`config.mk`:
```
export PLATFORM = sky130hd
export DESIGN_NAME = mult8_seq_ctrl
export DESIGN_NICKNAME = d
export VERILOG_FILES = /design/src/rtl/mult8_seq_ctrl.sv
export SDC_FILE = /design/constraint.sdc
export NUM_CORES = 1
export LEC_CHECK = 0
export BUFFER_PORTS_ARGS = -buffer_cell sky130_fd_sc_hd__buf_2
export CAP_MARGIN = 20
export CORE_MARGIN = 10
export CORE_UTILIZATION = 50
export CTS_CLUSTER_DIAMETER = 60
export DETAILED_ROUTE_END_ITERATION = 8
export PLACE_DENSITY = 0.76
export SLEW_MARGIN = 30
export SYNTH_ARGS = -nofsm -noshare
export SYNTH_HDL_FRONTEND = slang
export SYNTH_SLANG_ARGS = --single-unit
```
`constraint.sdc`:
```
create_clock -name clk -period 2.53 [get_ports clk]
set_clock_uncertainty 0.05 [all_clocks]
set_input_delay 0.253 -clock clk [delete_from_list [all_inputs] [get_ports clk]]
set_output_delay 0.253 -clock clk [all_outputs]
set_load 0.02 [all_outputs]
```
`src/rtl/mult8_seq_ctrl.sv`:
```
// Sequential 8x8 unsigned multiplier controller: time-shares one external
// combinational 4x4 core over four cycles and returns the 16-bit product.
module mult8_seq_ctrl #(
    parameter int unsigned TAG_W = 4
) (
    input  logic             clk,
    input  logic             rst,
    input  logic             in_valid,
    output logic             in_ready,
    input  logic [7:0]       in_a,
    input  logic [7:0]       in_b,
    input  logic [TAG_W-1:0] in_tag,
    output logic [3:0]       mul_a,
    output logic [3:0]       mul_b,
    input  logic [7:0]       mul_p,
    output logic             out_valid,
    input  logic             out_ready,
    output logic [15:0]      out_p,
    output logic [TAG_W-1:0] out_tag,
    output logic             busy,
    output logic [15:0]      done_cnt
);

    typedef enum logic [1:0] {
        IDLE = 2'd0,
        RUN  = 2'd1,
        DONE = 2'd2
    } state_t;

    state_t             state;
    state_t             state_nx;
    logic [7:0]         a_r;
    logic [7:0]         b_r;
    logic [TAG_W-1:0]   tag_r;
    logic [15:0]        acc;
    logic [1:0]         step;
    logic [15:0]        part;
    logic [15:0]        sum;
    logic               accept;
    logic               retire;

    always_comb begin
        state_nx = state;
        in_ready = 1'b0;
        busy     = 1'b0;
        mul_a    = '0;
        mul_b    = '0;
        part     = '0;
        accept   = 1'b0;
        retire   = 1'b0;
        unique case (state)
            IDLE: begin
                in_ready = 1'b1;
                accept   = in_valid;
                if (in_valid) state_nx = RUN;
            end
            RUN: begin
                busy = 1'b1;
                // Nibble pair and alignment of the partial product per step.
                case (step)
                    2'd0: begin mul_a = a_r[3:0]; mul_b = b_r[3:0]; part = {8'h00, mul_p};       end
                    2'd1: begin mul_a = a_r[3:0]; mul_b = b_r[7:4]; part = {4'h0, mul_p, 4'h0};  end
                    2'd2: begin mul_a = a_r[7:4]; mul_b = b_r[3:0]; part = {4'h0, mul_p, 4'h0};  end
                    2'd3: begin mul_a = a_r[7:4]; mul_b = b_r[7:4]; part = {mul_p, 8'h00};       end
                    default: ;
                endcase
                if (step == 2'd3) state_nx = DONE;
            end
            DONE: begin
                in_ready = out_ready;
                if (out_ready) begin
                    retire   = 1'b1;
                    accept   = in_valid;
                    state_nx = in_valid ? RUN : IDLE;
                end
            end
            default: state_nx = IDLE;
        endcase
    end

    assign sum = acc + part;

    always_ff @(posedge clk or posedge rst) begin
        if (rst) begin
            state     <= IDLE;
            a_r       <= '0;
            b_r       <= '0;
            tag_r     <= '0;
            acc       <= '0;
            step      <= '0;
            out_p     <= '0;
            out_tag   <= '0;
            out_valid <= 1'b0;
            done_cnt  <= '0;
        end else begin
            state <= state_nx;
            if (retire) begin
                out_valid <= 1'b0;
                done_cnt  <= done_cnt + 16'd1;
            end
            if (accept) begin
                a_r   <= in_a;
                b_r   <= in_b;
                tag_r <= in_tag;
                acc   <= '0;
                step  <= '0;
            end else if (state == RUN) begin
                acc  <= sum;
                step <= step + 2'd1;
                if (step == 2'd3) begin
                    out_p     <= sum;
                    out_tag   <= tag_r;
                    out_valid <= 1'b1;
                end
            end
        end
    end

endmodule

```
==> flow_summary.ini <==
[layout]
layout_common_cells = buf_2, dfrtp_1, nand2_1, buf_4, mux2_1
drive_above_1_share_pct = 39.16
fillCellCount = 611
syn2layout_area_growth_pct = 30.09
antenna_cells = 0
fin_nets = 570
multi_input_area_um2 = 2296
final_common_cell = buf_2
seq_area_um2 = 1927
fin_util_pct = 67.89

[job]
maxCapViolCount = 0

[synth]
synth_top_flop_cell = dfrtp_1
synth-edff-count = 0
synth_fp_nets = 454
async_flop_share_pct = 100.0
yosysSeqAreaShare_pct = 47.05
netlist_instances = 401
syn-cell-area_um2 = 4095
ys_ff_latch = 77
ys_types = 50
synth.avg_cell_area_um2 = 10.21
yosysWarnings = 0

[pwr]
power_frac_comb_pct = 58.0
switching_share_pct = 43.47
clkPwrFrac_pct = 13.6
total_power_mw = 6.923
ir_worst_vdd_uv = 603.4
internal_power_mw = 3.914
seq_power_share_pct = 28.3
powerDensity_nw_per_um2 = 1299
power.leakage_nw = 2.538
p_sw_mw = 3.009

[routing]
drtPass1Iterations = 4
wirelength_um = 10800
drc = 0
final_antenna_net_count = 0
viasPerCell = 5.594
vias = 3485
drt_iter0_drc = 197
wl_per_cell_um = 17.33

[timing]
setup_violations = 6
fin_crit_ns = 2.602
finalCritPeriodShare_pct = 102.9
worst_slew_pin_slew_ns = 0.7010
setup_ws_ns = -0.07240
drv_slew = 0
hold_viol_final = 0
relSlewSlack_pct = 53.20
fmax_ghz = 0.3843
grt_setup_unrepaired = yes

[clock_network]
clock_sinks = 77
tritoncts = built
cts_max_level = 3
clock_path_buffers = 2
clk_pin_slew_ns = 0.08
insertion_delay_ns = 0.36
cts_root_buf = clkbuf_8
cts_inserted_buffers = 9

[floorplanning]
core-area_um2 = 7848
row_count = 32
die_w_um = 110.5
start_util_pct = 52.18
die_y_um = 110.5
io_pins = 79
dieArea_um2 = 12210

[worst_setup_path]
crit_required_ns = 2.78
critPathLaunchType = register
cp-startpoint = step[1]$_DFFE_PP0P_
cp_max_fo = 8
cp_slowest_stage_delay_ns = 0.37
path_class = register to register
regToRegSetupSlack_ns = -0.07
worst_path_most_repeated_cell = ha_4
critPathSlowestCell = dfrtp_1
crit_arrival_ns = 2.85
crit_path_end_kind = register
path_cells = inv_2 > ha_4 > nand2_2 > nor2_2 > a21oi_1 > nor2_1 > ha_4 > a21oi_4 > o211ai_2 > a21oi_2 > o21ai_2 > or3_1 > nand3_1
reg2reg_depth = 13
rr_startpoint = step[1]$_DFFE_PP0P_

[grt]
grt_pass1_wl_um = 17290
antenna_found_initial = 0
grt-ovfl-total = 0
grt_max_degree = 36
grt_usage_pct = 16.71
grt_pass1_vias = 3561

[worst_hold_path]
min-delay-start = in_a[0]
min-delay-path-class = primary input to register
hold_depth = 2

[placed_design]
io_buffers = 78
gp_congestion = 0.9096
post-place-ws_ns = -0.1619
place.detailed.hpwl_um = 7537

[outcome]
violations = setup timing
outcome = finished with violations
==> worst max-delay path, delay by kind of cell, from the launching register on <==
kind,cells,cell delay (ns)
adder cells (fa/ha/maj),2,0.58
AO/OA/AOI/OAI,5,0.74
AND/OR/NAND/NOR,5,0.75
buffers and inverters,1,0.06
flip-flops,1,0.37
==> sequential cells by signal, summed over array words and instances (netlist names) <==
name       cells
out_valid      1
tag_r          4
acc           16
done_cnt      16
state          2
out_p         16
b_r            8
step           2
out_tag        4
a_r            8
==> power groups by stage <==
stage	registers [mW]	logic (mW)	clock network, mW
global placement	1.94	3.33	0
detailed placement	1.96	3.42	0
CTS	1.95	3.52	0.957
global route	2.02	4.37	1.01
floorplan	2.11	2.14	0
finish	1.96	4.02	0.942
==> per-layer routing <==
metal  track usage (%)  routed length, um  vias to the layer above
met5                 0                  0                        -
li1                  -                  -                     1636
met2             26.88               5294                      116
met4             6.736                289                        0
met3             3.890                598                       23
met1             21.09               4617                     1710
==> cell families (layout without fill, tap and decap cells) <==
group	after synthesis	in the layout	synth area share, %
AOI/OAI and AO/OA	93	93	13.87
xor gates and xnor gates	29	29	6.202
DFF	77	77	47.05
adders and majority gates	21	21	6.599
buffers and inverters	29	149	4.246
muxes	28	28	7.669
and+or+nand+nor	124	124	14.36
==> cell type report <==
class                           instances  area share, %
Clock buffer                           10          2.395
Clock inverter                          5          1.151
Tap cell                              102          2.395
Multi-Input combinational cell        295          43.10
Inverter                               10         0.7046
Sequential cell                        77          36.17
Timing Repair Buffer                  124          14.09
==> path summary, 6_finish.rpt <==
kind,end
min reg2reg,out_tag[1]$_DFFE_PP0P_
min in group asynchronous,out_tag[2]$_DFFE_PP0P_
max,out_p[15]$_DFFE_PP0P_
min,a_r[0]$_DFFE_PP0P_
max in group asynchronous,out_p[2]$_DFFE_PP0P_
max reg2reg,out_p[15]$_DFFE_PP0P_
==> through the flow <==
stage	instances	setup TNS, ns	cell area [um2]	hold slack [ns]
after floorplan	401	-0.05895	4121	0.3377
after global placement	603	-0.7714	4808	0.3445
after detailed placement	603	-1.964	4808	0.3555
after CTS	619	0	5047	0.04977
after global routing	623	-2.242	5328	0.05015
final	623	-0.1662	5328	0.05294
==> cell usage after synthesis, types with 2 or more instances <==
master	n	share of area, %
a211oi_2	2	0.61
a21o_1	2	0.37
a21oi_1	23	2.8
a21oi_2	4	0.86
a22oi_1	4	0.73
and2_1	2	0.31
and3_1	8	1.2
buf_12	2	0.98
buf_2	3	0.37
buf_6	2	0.55
clkbuf_1	9	0.82
dfrtp_1	77	47
ha_1	20	6.1
inv_1	9	0.82
mux2_1	26	7.1
nand2_1	57	5.2
nand2_2	2	0.31
nand2b_1	3	0.46
nand3_1	11	1.3
nand4_1	9	1.4
nor2_1	18	1.6
nor2b_1	2	0.31
nor3_1	4	0.49
o211ai_1	2	0.37
o21ai_0	15	1.8
o21ai_1	22	2.7
o21ai_2	3	0.64
o21bai_1	2	0.37
o22ai_1	10	1.5
xnor2_1	18	3.8
xor2_1	11	2.4
==> what timing repair did <==
item	in CTS	in global routing
endpoints found under the hold margin	31	0
hold buffers	1	0
setup endpoints to repair	19	20
buffers inserted	0	5
pin swaps	9	41
resized for setup	11	45
Power figures use the tool's default switching activity.
